**src/rtl/dlx_mem_arb_pkg.sv**
```systemverilog
// Shared types and constants for the DLX unified-memory arbiter.
package dlx_mem_arb_pkg;

    typedef enum logic [1:0] {
        IDLE,
        ACCESS,
        RESP
    } arb_state_e;

    typedef enum logic [1:0] {
        OWN_NONE,
        OWN_IF,
        OWN_DM
    } arb_owner_e;

    localparam int MEM_LATENCY_MIN = 1;

endpackage

```
**src/rtl/dlx_arb_lat_counter.sv**
```systemverilog
// Loadable down-counter with a zero flag; times how long mem_* is held per access.
module dlx_arb_lat_counter #(
    parameter int WIDTH = 2
) (
    input  logic             clk,
    input  logic             reset,
    input  logic             i_load,
    input  logic [WIDTH-1:0] i_load_val,
    input  logic             i_dec,
    output logic             o_zero
);

    logic [WIDTH-1:0] r_cnt;

    // NOTE: non-blocking assignments so every register samples pre-edge values.
    always_ff @(posedge clk or posedge reset) begin
        if (reset) begin
            r_cnt <= '0;
        end else if (i_load) begin
            r_cnt <= i_load_val;
        end else if (i_dec && (r_cnt != '0)) begin
            r_cnt <= r_cnt - 1'b1;
        end
    end

    assign o_zero = (r_cnt == '0);

endmodule

```
**src/rtl/dlx_mem_arbiter.sv**
```systemverilog
// Arbitrates the single-ported unified memory between the IF fetch and MEM data ports.
// Define DLX_MEM_ARB_STATS_EN to build the if_wait_cnt / dm_wait_cnt stall statistics.
module dlx_mem_arbiter
    import dlx_mem_arb_pkg::*;
#(
    parameter int MEM_LATENCY = 2,
    parameter int STARVE_MAX  = 4,
    parameter int ADDR_W      = 32
) (
    input  logic              clk,
    input  logic              reset,
    input  logic              if_req,
    input  logic [ADDR_W-1:0] if_addr,
    output logic [31:0]       if_rdata,
    output logic              if_ready,
    input  logic              dm_req,
    input  logic              dm_we,
    input  logic [ADDR_W-1:0] dm_addr,
    input  logic [31:0]       dm_wdata,
    output logic [31:0]       dm_rdata,
    output logic              dm_ready,
    output logic              mem_cs,
    output logic              mem_we,
    output logic [ADDR_W-1:0] mem_addr,
    output logic [31:0]       mem_wdata,
    input  logic [31:0]       mem_rdata,
    output logic              stall_if,
    output logic              stall_mem,
    output logic [31:0]       if_wait_cnt,
    output logic [31:0]       dm_wait_cnt
);

    localparam int LAT_W = (MEM_LATENCY > 1) ? $clog2(MEM_LATENCY) : 1;
    localparam int SC_W  = (STARVE_MAX > 0) ? $clog2(STARVE_MAX + 1) : 1;

    generate
        if (MEM_LATENCY < MEM_LATENCY_MIN) begin : g_bad_latency
            $fatal(1, "dlx_mem_arbiter: MEM_LATENCY must be at least 1");
        end
    endgenerate

    arb_state_e        r_state;
    arb_owner_e        r_owner;
    logic [SC_W-1:0]   r_starve_cnt;
    logic              r_mem_cs;
    logic              r_mem_we;
    logic [ADDR_W-1:0] r_mem_addr;
    logic [31:0]       r_mem_wdata;
    logic [31:0]       r_if_rdata;
    logic [31:0]       r_dm_rdata;
    logic              r_if_ready;
    logic              r_dm_ready;

    logic w_grant_dm;
    logic w_grant_if;
    logic w_lat_load;
    logic w_lat_zero;
    logic w_stall_if;
    logic w_stall_mem;

    // DM keeps priority until IF has been passed over STARVE_MAX times in a row.
    assign w_grant_dm = dm_req & (~if_req | (r_starve_cnt < SC_W'(STARVE_MAX)));
    assign w_grant_if = if_req & ~w_grant_dm;
    assign w_lat_load = (r_state == IDLE) & (w_grant_dm | w_grant_if);

    dlx_arb_lat_counter #(.WIDTH(LAT_W)) u_lat_counter (
        .clk        (clk),
        .reset      (reset),
        .i_load     (w_lat_load),
        .i_load_val (LAT_W'(MEM_LATENCY - 1)),
        .i_dec      (r_state == ACCESS),
        .o_zero     (w_lat_zero)
    );

    always_ff @(posedge clk or posedge reset) begin
        if (reset) begin
            r_state      <= IDLE;
            r_owner      <= OWN_NONE;
            r_starve_cnt <= '0;
            r_mem_cs     <= 1'b0;
            r_mem_we     <= 1'b0;
            r_mem_addr   <= '0;
            r_mem_wdata  <= '0;
            r_if_rdata   <= '0;
            r_dm_rdata   <= '0;
            r_if_ready   <= 1'b0;
            r_dm_ready   <= 1'b0;
        end else begin
            case (r_state)
                IDLE: begin
                    if (w_grant_dm) begin
                        r_owner     <= OWN_DM;
                        r_mem_cs    <= 1'b1;
                        r_mem_we    <= dm_we;
                        r_mem_addr  <= dm_addr;
                        r_mem_wdata <= dm_wdata;
                        r_state     <= ACCESS;
                        if (!if_req) begin
                            r_starve_cnt <= '0;
                        end else if (r_starve_cnt != SC_W'(STARVE_MAX)) begin
                            r_starve_cnt <= r_starve_cnt + 1'b1;
                        end
                    end else if (w_grant_if) begin
                        r_owner      <= OWN_IF;
                        r_mem_cs     <= 1'b1;
                        r_mem_we     <= 1'b0;
                        r_mem_addr   <= if_addr;
                        r_mem_wdata  <= '0;
                        r_starve_cnt <= '0;
                        r_state      <= ACCESS;
                    end
                end
                ACCESS: begin
                    if (w_lat_zero) begin
                        if (r_owner == OWN_IF) begin
                            r_if_rdata <= mem_rdata;
                            r_if_ready <= 1'b1;
                        end else begin
                            if (!r_mem_we) begin
                                r_dm_rdata <= mem_rdata;
                            end
                            r_dm_ready <= 1'b1;
                        end
                        r_mem_cs <= 1'b0;
                        r_mem_we <= 1'b0;
                        r_state  <= RESP;
                    end
                end
                RESP: begin
                    r_if_ready <= 1'b0;
                    r_dm_ready <= 1'b0;
                    r_owner    <= OWN_NONE;
                    r_state    <= IDLE;
                end
                default: r_state <= IDLE;
            endcase
        end
    end

    assign w_stall_if  = if_req & ~r_if_ready;
    assign w_stall_mem = dm_req & ~r_dm_ready;

`ifdef DLX_MEM_ARB_STATS_EN
    logic [31:0] r_if_wait_cnt;
    logic [31:0] r_dm_wait_cnt;

    always_ff @(posedge clk or posedge reset) begin
        if (reset) begin
            r_if_wait_cnt <= '0;
            r_dm_wait_cnt <= '0;
        end else begin
            if (w_stall_if && (r_if_wait_cnt != '1)) begin
                r_if_wait_cnt <= r_if_wait_cnt + 1'b1;
            end
            if (w_stall_mem && (r_dm_wait_cnt != '1)) begin
                r_dm_wait_cnt <= r_dm_wait_cnt + 1'b1;
            end
        end
    end

    assign if_wait_cnt = r_if_wait_cnt;
    assign dm_wait_cnt = r_dm_wait_cnt;
`else
    assign if_wait_cnt = '0;
    assign dm_wait_cnt = '0;
`endif

    assign if_rdata  = r_if_rdata;
    assign if_ready  = r_if_ready;
    assign dm_rdata  = r_dm_rdata;
    assign dm_ready  = r_dm_ready;
    assign mem_cs    = r_mem_cs;
    assign mem_we    = r_mem_we;
    assign mem_addr  = r_mem_addr;
    assign mem_wdata = r_mem_wdata;
    assign stall_if  = w_stall_if;
    assign stall_mem = w_stall_mem;

endmodule

```
**config.mk**
```make
export PLATFORM = sky130hd
export DESIGN_NAME = dlx_mem_arbiter
export DESIGN_NICKNAME = d
export VERILOG_FILES = /design/src/rtl/dlx_mem_arb_pkg.sv /design/src/rtl/dlx_arb_lat_counter.sv /design/src/rtl/dlx_mem_arbiter.sv
export SDC_FILE = /design/constraint.sdc
export NUM_CORES = 1
export LEC_CHECK = 0
export BUFFER_PORTS_ARGS = -buffer_cell sky130_fd_sc_hd__buf_2
export CAP_MARGIN = 5
export CORE_ASPECT_RATIO = 0.5
export CORE_UTILIZATION = 30
export DETAILED_ROUTE_END_ITERATION = 7
export HOLD_SLACK_MARGIN = 0.12
export SLEW_MARGIN = 5
export SYNTH_ARGS = -nofsm -noshare
export SYNTH_HDL_FRONTEND = slang
export SYNTH_SLANG_ARGS = --single-unit
```
**constraint.sdc**
```tcl
create_clock -name clk -period 11.7 [get_ports clk]
set_input_delay 2.34 -clock clk [delete_from_list [all_inputs] [get_ports clk]]
set_output_delay 2.34 -clock clk [all_outputs]
set_load 0.02 [all_outputs]
```
; After elaboration in Yosys (flattened, before gate mapping)
; Index checks and enable logic that the tools add are counted.
[op_classes]
add_sub_neg = 2
n_lt_le_gt_ge = 1
n_eq_ne = 9
mux = 29
n_bitwise = 14
n_reduce_logical = 16
[ops]
columns = operator, n
row1 = $mux 32, 4
row2 = $reduce_and 3->1, 5
row3 = $mux 3, 4
row4 = $mux 1, 11
row5 = $reduce_bool 2->1, 5
row6 = $mux 2, 4
row7 = $pmux 1 s2, 4
row8 = $pmux 2 s2, 2
row9 = $not 1->1, 7
row10 = $ne 2x2->1 const B, 3
row11 = $ne 3x3->1 const B, 2
row12 = $reduce_and 2->1, 3
row13 = $and 1x1->1, 5
row14 = $eq 2x1->1 const B, 2
row15 = $reduce_and 4->1, 1
row16 = $add 3x1->3 const B, 1
row17 = $lt 3x3->1 const B, 1
row18 = $ne 3x2->1 const B, 1
row19 = $eq 2x2->1 const B, 1
row20 = $logic_not 2->1, 1
row21 = $or 1x1->1, 2
row22 = $logic_and 1x1->1, 1
row23 = $sub 1x1->1 const B, 1
[word_totals]
ff_bits = 140
input_bits = 133
out_inout_bits = 198
wordCells = 83

; Logic depth before layout (Yosys ltp)
; Gate-level depths: netlist (run 1).
[logic_depth]
depth_word = 8
ltp_mapped = 5
ltp_nobuf = 3

; Cells and area by module
; A second synthesis (run 1) with hierarchy kept.
[hier_totals]
hier_cells = 437
area_unflattened_um2 = 5963.2
[modules_own_cells]
columns = module, instances, cells_each, area_each_um2, seq_area_each_um2
row1 = dlx_mem_arbiter, 1, 432, 5914.4, 3478.3
row2 = dlx_arb_lat_counter, 1, 5, 48.8, 25.0

; Worst setup path before layout (run 1)
; OpenSTA, ideal clock, no wires.
[synth_path]
path_kind = input-to-output
start = input if_req
end = output stall_if
t_arrival_ns = 2.667
required_ns = 9.360
setup_slack_ns = 6.693
cell_stages = 1
n_path_buf = 0
path_cell_list = nor2b_1
[synth_between]
elab_chain_cells = 1
[synth_rtl]
columns = item, line_no
row1 = from (decl), dlx_mem_arbiter.sv:12  ; input logic if_req,
row2 = $and 1x1->1, dlx_mem_arbiter.sv:140  ; assign w_stall_if = if_req & ~r_if_ready;
row3 = to (decl), dlx_mem_arbiter.sv:27  ; output logic stall_if,
; No other way between the ends.

; Worst setup path in the final report (run 1)
; Same ends and word-level chain as after synthesis.

==> results of run 1 <==
## cells in the final DEF, fill, tap and decap left out, drive strengths merged, types with 2 or more instances in the layout
master  instances
nand2           6
buf           271
o31ai           2
clkinv          8
inv             7
clkbuf         18
ha              2
nor2            2
nand2b          2
a22o           34
conb           64
nor3            2
bufinv          3
or3b            2
dfrtp         140
mux2          130
nor2b           3
a21oi           2
## flip-flops by register name (all words and copies together) (netlist names), 2 cells and up
| name | flops |
|---|---|
| r_owner | 2 |
| if_rdata | 32 |
| mem_wdata | 32 |
| r_state | 2 |
| dm_rdata | 32 |
| mem_addr | 32 |
| r_starve_cnt | 3 |
## through the flow
| step | worst slack, ns | cell area (sq um) | utilization, % | instances |
|---|---|---|---|---|
| 2_1_floorplan | 5.607 | 6360 | - | 494 |
| 3_3_place_gp | 6.569 | 7471 | 37.87 | 944 |
| 3_5_place_dp | 6.568 | 7471 | 37.87 | 944 |
| 4_1_cts | 6.563 | 8059 | 40.85 | 974 |
| 5_1_grt | 6.533 | 8059 | 40.85 | 974 |
| 6_report | 6.571 | 8059 | 40.85 | 974 |
## critical path, cell delays in order
cell,delay (ns)
buf_2,0.15
nor2b_1,0.14
buf_2,0.16
## power breakdown
part	leakage, uW	internal (uW)	switching [uW]
clock	0.000291	337	205
sequential	0.00168	722	118
combinational	0.00208	440	609
## worst min path at each step
| stage | from | to | slack, ns | depth (start not counted) |
|---|---|---|---|---|
| final | mem_cs | mem_cs | 0.49 | 2 |
| after detailed placement | mem_cs | mem_cs | 0.47 | 2 |
| after CTS | mem_cs | mem_cs | 0.49 | 2 |
| after global placement | mem_cs | mem_cs | 0.46 | 2 |
| after global routing | mem_wdata[9] | mem_wdata[9] | 0.51 | 1 |
| after floorplan | r_owner[1] | r_owner[1] | 0.48 | 1 |
## metal layers
layer	vias to the layer above	GRT usage [%]
li1	1917	-
met1	2075	15.96
met2	114	24.91
met3	20	3.540
met4	2	6.085
met5	-	0
## cells by family (layout without fill, tap and decap cells)
family | Yosys count | after routing | share of synthesized area (%)
AO/OA/AOI/OAI | 43 | 43 | 6.007
adder cells (fa/ha/maj) | 2 | 2 | 0.4086
buffers and inverters | 94 | 308 | 10.32
flip-flops | 140 | 140 | 57.21
multiplexers | 130 | 130 | 23.91
other | 1 | 64 | 0.06124
AND/OR/NAND/NOR | 21 | 21 | 2.084
## layout make-up
| class | instances | area share [%] |
|---|---|---|
| clock inverter | 12 | 1.848 |
| sequential | 140 | 43.47 |
| tap | 266 | 4.130 |
| clock buffer | 18 | 5.449 |
| inverter | 7 | 0.3881 |
| timing repair buffer | 271 | 16.98 |
| multi-input combinational | 260 | 27.73 |
==> results.md, run 1 <==
- Status: complete, no violations
- GPL Wtd Cong: 0.8117
- Initial Util: 31.04%
- Seq cells post-synth: 140
- Initial antenna violation count: 1
- Wire length on met3: 487 um
- Slew at the pin with the worst max-slew slack: 0.9846 ns
- Root buf cell: clkbuf_16
- Flop2flop setup slack: 9.34 ns
- CTS tree: yes
- Tot Pwr: 2431 uW
- H-tree Lvls: 4
- Fin Clk Skew: 0.007985 ns
- RR Startpoint: r_state[0]
- Gate Count Post-Synth: 431
- Die extent in x: 204.0 um
- # Max-Cap Violations: 0
- Final wirelength: 14830 um
- Synth cell types: 31
- Hold buffers post-CTS: 0
- Fill count: 1908
- Leakage: 0.004050 uW
- Arrival @ worst endpoint: 2.79 ns
- Fraction of layout cells with a size suffix above 1: 62.01%
- Area of the core: 19730 sq um
- IO Port Bufs: 266
- Met2 wire length: 7988 um
- Pwr Density: 301.7 nW/um^2
- Final setup violation count: 0
- Die area: 21020 sq um
- Total Nets Final: 832
- Clock Latency Late Sink: 0.42 ns
- 1st-pass router iterations: 4
- WL met1: 6035 um
- Most area-consuming cells after synthesis: dfrtp_1 (57%), mux2_2 (24%), buf_4 (7.8%)
- R2R cell count: 4
- CP Data Required Time: 9.36 ns
- DRC violations left: 0
- Sequential share of the synthesized area: 57.21%
- Hold WC Path Type: flop to flop
- P&R area growth vs syn: 31.61%
- Vias per cell: 4.238
- IO Count: 331
- DR iter-0 viols: 146
- Share of the synthesized area in the top cell type: 57.21%
- Main synth FF type: dfrtp_1
- Worst setup endpoint: stall_if
- Total Routing Usage GR: 13.89%
- Top sig layer: met5
- First-pass GRT wire length: 21910 um
- CTS max path bufs: 2
- Number of flops mapped to enable cells by yosys: 0
- Hold WS: 0.4876 ns
- Area leader, netlist: dfrtp_1
- Hold Violations, Final: 0
- # diodes: 0
- Ys Warns: 0
- Critical path fanouts, max: 6
- RR Endpoint: dm_rdata[20]
- Final Max Slew Viols: 0
- Setup crit start: if_req
- Post-DRT Antenna Nets: 0
- Die Height: 103.0 um
- Async SR Flop Fraction: 100.0%
- Syn Area/Cell: 14.21 sq um
- Vias in the first global route: 4008
- Most common library cells after synthesis: dfrtp_1 (140), mux2_2 (129), buf_4 (64), a22o_1 (34), buf_2 (13)
- Post-CTS sizing: 0
- Period utilisation layout: 43.83%
- Post-Synthesis Cell Area: 6123 sq um
- Min Tclk post-route: 5.129 ns
- Number of buffers created by CTS: 17
- Row Count: 36
- Vias: 4128
- Setup bufs post-CTS: 0
- Fmax: 195.0 MHz
- DR WL/cell: 15.22 um
- Clock transition at path regs: 0.06 ns
- RSZ-0062 raised after global routing: no
- Largest net degree at the start of global routing: 73
- Multi-input logic area: 2235 sq um
- Register area: 3503 sq um
- Slew HR: 34.29%
- Peak supply drop: 133.4 uV
- Top-count cell post-synth: dfrtp_1
- Critical path class: primary input to output port
- CTS Sinks: 140
- TNS Setup: 0 ns
- Crit path launch type: primary input
- Grt ovf: 0
- DP Wirelength: 10840 um
- Critical path capture point type: output port
Power figures use the tool's default switching activity.
==> run 2: changes to the inputs <==
ABC_AREA = 1   (was unset)
clock period = 4.1 ns   (was 11.7 ns; I/O delays follow)
==> run 2 against run 1 <==
  * Count of clock-buffer cells in the layout is 1 higher
  * Via count is 37% higher
  * Non-clock buffer count is 2 higher
  * Cell count is 36% higher
  * Largest cell class unchanged
==> results.md, run 2 <==
- Number of buffers created by CTS: 17 (unchanged)
- R2R cell count: 7 (+3)
- P&R area growth vs syn: 30.04%
- Hold endpoint: if_rdata[23]
- Fmax: 397.3 MHz
- CTS tree: yes
- GPL Wtd Cong: 0.8685 (+7.0%)
- Total Nets Final: 1173 (+41%)
- Peak supply drop: 256.6 uV (+92%)
- Crit path launch type: primary input
- Pwr Density: 855.5 nW/um^2 (+180%)
- RR Endpoint: if_rdata[17]
- Fill count: 2133 (+12%)
- Vias per cell: 4.275 (+0.87%)
- First-pass GRT wire length: 27770 um (+27%)
- Most common cell after layout, fill and taps aside: nand2_1
- IO Port Bufs: 266 (unchanged)
- Clock Latency Late Sink: 0.41 ns (about the same)
- CP Data Required Time: 3.28 ns (-6.08 ns)
- CTS Sinks: 140 (unchanged)
- Critical path fanouts, max: 36 (+30)
- Fin Clk Skew: 0.008515 ns (+0.0005307 ns)
- Post-Synthesis Cell Area: 6460 sq um (+5.5%)
- TNS Setup: 0 ns (unchanged)
- Die Height: 105.8 um (+2.7%)
- DR iter-0 viols: 411 (+180%)
- Critical path class: primary input to output port
- Gate Count Post-Synth: 790 (+83%)
- CTS max path bufs: 2 (unchanged)
- Most frequent cells in the layout: nand2_1 (404), buf_2 (266), dfrtp_1 (140)
- Hold buffers post-CTS: 0 (unchanged)
- Hold Violations, Final: 0 (unchanged)
- Area leader, netlist: dfrtp_1
- Row Count: 37 (+2.8%)
- Number of cells on the worst hold path: 2 (unchanged)
- Hold WS: 0.4630 ns (-0.02457 ns)
- 1st-pass router iterations: 4 (unchanged)
- Arrival @ worst endpoint: 1.70 ns (-1.09 ns)
- Register area: 3503 sq um (unchanged)
- Final wirelength: 17810 um (+20%)
- Final setup violation count: 0 (unchanged)
- Slew HR: 48.64% (+14 points)
- Hold path startpoint: if_rdata[23]
- RSZ-0062 raised after global routing: no
- Most common library cells after synthesis: nand2_1 (404), dfrtp_1 (140), nand3_1 (104), buf_4 (77), buf_2 (23)
- Flop2flop setup slack: 1.77 ns (-7.57 ns)
- Setup bufs post-CTS: 0 (unchanged)
- Met2 wire length: 9227 um (+16%)
- Multi-input logic area: 2419 sq um (+8.2%)
- Top-count cell post-synth: nand2_1
- Die extent in x: 209.5 um (+2.7%)
- Initial antenna violation count: 1 (unchanged)
- Async SR Flop Fraction: 100.0% (unchanged)
- Most area-consuming cells after synthesis: dfrtp_1 (54%), nand2_1 (23%), buf_4 (8.9%)
- Synth cell types: 21 (-32%)
- Status: complete, no violations
- Main synth FF type: dfrtp_1
- Fraction of layout cells with a size suffix above 1: 29.88% (-32 points)
- Seq cells post-synth: 140 (unchanged)
- Share of the synthesized area in the top cell type: 54.23% (-3.0 points)
- Root buf cell: clkbuf_16
- Post-CTS sizing: 0 (unchanged)
- H-tree Lvls: 4 (unchanged)
- Total Routing Usage GR: 15.89% (+2.0 points)
- Area of the core: 20830 sq um (+5.6%)
- Fin util: 40.32% (-0.52 points)
- DR WL/cell: 13.45 um (-12%)
- Vias in the first global route: 5351 (+34%)
- Ys Warns: 0 (unchanged)
- Vias: 5660 (+37%)
- Largest net degree at the start of global routing: 109 (+49%)
- DP Wirelength: 12550 um (+16%)
- DRC violations left: 0 (unchanged)
- Slew at the pin with the worst max-slew slack: 0.7686 ns (-0.2160 ns)
- # Max-Cap Violations: 0 (unchanged)
- IO Count: 331 (unchanged)
- Clock transition at path regs: 0.05 ns (about the same)
- Min Tclk post-route: 2.517 ns
- Sequential share of the synthesized area: 54.23% (-3.0 points)
- Leakage: 0.004946 uW (+22%)
- Number of flops mapped to enable cells by yosys: 0 (unchanged)
- Syn Area/Cell: 8.177 sq um (-42%)
- WL met1: 7678 um (+27%)
- Post-DRT Antenna Nets: 0 (unchanged)
- RR Startpoint: r_state[1]
- Hold WC Path Type: flop to flop
- Grt ovf: 0 (unchanged)
- # diodes: 0 (unchanged)
- Non-Filler Cell Area, Final: 8401 sq um (+4.2%)
- Initial Util: 31.01% (about the same)
- Top sig layer: met4
- Final Max Slew Viols: 0 (unchanged)
- Critical path capture point type: output port
- Period utilisation layout: 61.39%
- Die area: 22160 sq um (+5.4%)
- Wire length on met3: 666 um (+37%)
- Placement-stage cell area: 7716 sq um (+3.3%)
## run 2: area by class of cell
class	instances	area share [%]
repair buffers	273	16.86
multi-input cells	590	28.79
inverters	16	0.7596
well taps	273	4.066
flip-flops and latches	140	41.70
clock buffers	19	5.273
clock inverters	13	2.547
## run 2: per-stage QoR
step / worst slack [ns] / cells / power [uW]
6_report: 1.583 / 1324 / 7187
3_5_place_dp: 1.327 / 1291 / 5515
2_1_floorplan: 1.531 / 853 / 4498
4_1_cts: 1.505 / 1323 / 7273
3_3_place_gp: 1.398 / 1291 / 5456
5_1_grt: 1.452 / 1324 / 7690
## run 2: worst max path at each step
stage	start	endpoint	depth (start not counted)
3_5_place_dp	if_req	mem_we	6
5_1_grt	dm_req	stall_mem	4
4_1_cts	r_state[1]	dm_rdata[18]	6
6_report	dm_req	stall_mem	4
2_1_floorplan	reset	dm_rdata[0]	1
3_3_place_gp	if_req	mem_we	6
## run 2: worst max-delay path, stage by stage
cell and delay, ns:
buf_2 0.52, inv_1 0.09, nor2_1 0.10, buf_2 0.16
## run 2: report_power, final
part / leakage (uW) / total [uW] / internal [uW] / switching (uW)
clock network: 0.000314 / 1720 / 1100 / 616
registers: 0.00174 / 2380 / 2040 / 346
logic: 0.00290 / 3090 / 923 / 2160
## run 2: cells by family after synthesis
| group | Yosys count | share of synthesized area [%] |
|---|---|---|
| flops | 140 | 54.23 |
| buf+inv | 123 | 12.18 |
| compound gates | 7 | 0.7748 |
| other cells | 1 | 0.05805 |
| simple gates | 517 | 32.36 |
| fa+ha+maj | 2 | 0.3873 |
## run 2: routing by layer
layer | vias to the layer above | track usage [%]
li1 | 2817 | -
met1 | 2706 | 19.39
met2 | 122 | 28.02
met3 | 15 | 3.784
met4 | 0 | 4.432
met5 | - | 0
==> run 3: changes to the inputs <==
clock period = 2.6 ns   (was 4.1 ns; I/O delays follow)
==> run 3 against run 2 <==
  * Sequential power grew 58%
  * Via count grew 1.1%
  * Highest routed layer unchanged
  * Combinational power up 58%
  * Sequential share of layout area is essentially flat
  * Critical path depth shrank 2
  * Non-clock buffer count up 6
==> results.md, run 3 (same netlist as run 2, synthesis figures left out) <==
- Non-Filler Cell Area, Final: 8392 sq um (-0.10%)
- Final wirelength: 17630 um (-1.0%)
- Post-CTS sizing: 0 (unchanged)
- Number of buffers created by CTS: 17 (unchanged)
- Hold buffers post-CTS: 0 (unchanged)
- Max incr delay on CP: 0.42 ns (-0.10 ns)
- Die extent in x: 209.5 um (unchanged)
- Register area: 3503 sq um (unchanged)
- Largest net degree at the start of global routing: 105 (-3.7%)
- DRC violations left: 0 (unchanged)
- Critical-path top delay cell: dfrtp_1
- CP Cell Sequence: nor2_1, buf_2
- Total Nets Final: 1179 (+0.51%)
- Vias: 5724 (+1.1%)
- Fin Clk Skew: 0.006490 ns (-0.002025 ns)
- 1st-pass router iterations: 4 (unchanged)
- Final Max Slew Viols: 0 (unchanged)
- Placement-stage cell area: 7781 sq um (+0.84%)
- Peak supply drop: 429.8 uV (+67%)
- Initial Util: 31.01% (unchanged)
- Critical path capture point type: output port
- CP Data Required Time: 2.08 ns (-1.20 ns)
- CTS max path bufs: 2 (unchanged)
- Fraction of layout cells with a size suffix above 1: 30.27% (+0.40 points)
- Total Routing Usage GR: 16.00% (+0.11 points)
- Min Tclk post-route: 1.636 ns
- Critical path class: flop to output port
- TNS Setup: 0 ns (unchanged)
- Root buf cell: clkbuf_16
- Slew HR: 62.09% (+13 points)
- Clock Latency Late Sink: 0.42 ns (about the same)
- RSZ-0062 raised after global routing: no
- Fill count: 2164 (+1.5%)
- IO Count: 331 (unchanged)
- Crit path launch type: flop
- Die Height: 105.8 um (unchanged)
- IO Port Bufs: 266 (unchanged)
- Arrival @ worst endpoint: 1.12 ns (-0.58 ns)
- Most frequent cells in the layout: nand2_1 (404), buf_2 (266), dfrtp_1 (140)
- Number of placed instances with taps included: 1298 (+0.54%)
- Pwr Density: 1330 nW/um^2 (+55%)
- Row Count: 37 (unchanged)
- Post-DRT Antenna Nets: 0 (unchanged)
- Worst Setup Slack post-DPL: 0.8524 ns (-0.4745 ns)
- Critical path fanouts, max: 3 (-92%)
- Final setup violation count: 0 (unchanged)
- Area of the core: 20830 sq um (unchanged)
- Hold WC Path Type: primary input to asynchronous set/reset pin
- # Max-Cap Violations: 0 (unchanged)
- Finished Layout Cells: 1331 (+0.53%)
- DR WL/cell: 13.25 um (-1.5%)
- Die area: 22160 sq um (unchanged)
- Grt ovf: 0 (unchanged)
- Hold Violations, Final: 0 (unchanged)
- Slew at the pin with the worst max-slew slack: 0.5686 ns (-0.2000 ns)
- H-tree Lvls: 4 (unchanged)
- Period utilisation layout: 62.91%
- P&R area growth vs syn: 29.91%
- Vias per cell: 4.301 (+0.60%)
- Tot Pwr: 11160 uW (+55%)
- First-pass GRT wire length: 27800 um (+0.13%)
- Setup ws final: 0.9643 ns (-0.6188 ns)
- Status: complete, no violations
- CTS Sinks: 140 (unchanged)
- Leakage: 0.004931 uW (-0.30%)
- Multi-input logic area: 2419 sq um (unchanged)
- Vias in the first global route: 5485 (+2.5%)
- GPL Wtd Cong: 0.8321 (-4.2%)
- Initial antenna violation count: 1 (unchanged)
- Clock transition at path regs: 0.06 ns (about the same)
- CTS tree: yes
- DR iter-0 viols: 397 (-3.4%)
- Setup bufs post-CTS: 0 (unchanged)
- DP Wirelength: 12620 um (+0.57%)
- Fmax: 611.4 MHz
- Most common cell after layout, fill and taps aside: nand2_1
run 3: cell types whose count changed in the layout (fill, tap and decap cells not counted), sizes merged:
cell      previous run  this run
buf                273       279
clkinvlp             3         8
bufinv               5         3
diode                0         1
clkinv               4         1
run 3: area by class of cell:
cell class / count / share of cell area (%)
Timing Repair Buffer: 279 / 17.33
Sequential cell: 140 / 41.75
Clock buffer: 19 / 5.278
Antenna cell: 1 / 0.02982
Inverter: 16 / 0.7604
Clock inverter: 13 / 1.968
Tap cell: 273 / 4.070
Multi-Input combinational cell: 590 / 28.82
run 3: metal layers:
metal  vias up  wire (um)  share of wire [%]  GRT usage, %
met1      2713       7676                 44         19.93
met5         -          0                  0             0
met3        32        629                3.6         2.682
met2       144       8834                 50         26.93
li1       2835          -                  -             -
met4         0        489                2.8         8.186
run 3: per-stage QoR:
step,utilization [%],hold WS (ns)
final,40.28,0.2739
after global routing,40.28,0.2730
after CTS,40.27,0.2608
after detailed placement,37.35,0.4534
after global placement,37.35,0.4485
after floorplan,-,0.4686
run 3: final timing paths:
kind                                    from       endpoint  slack (ns)  cells after the start
max in group asynchronous              reset   mem_wdata[4]        1.89                      3
min in group clk                dm_wdata[31]  mem_wdata[31]        0.29                      3
worst min register to register  if_rdata[13]   if_rdata[13]        0.46                      2
worst max-delay path                dm_ready      stall_mem        0.96                      2
worst min-delay path                   reset   dm_rdata[28]        0.27                      3
worst max register to register    r_state[1]   if_rdata[23]        1.03                      7
run 3: report_power, final:
group	total (uW)	switching [uW]	internal, uW
logic	4890	3420	1470
registers	3770	553	3210
clock network	2510	969	1540
total	11200	4950	6210
run 3: worst max-delay path: cells and delay by family, from the launching register on:
family	cells	cell delay (ns)
simple gates	1	0.11
flops	1	0.42
buf+inv	1	0.17
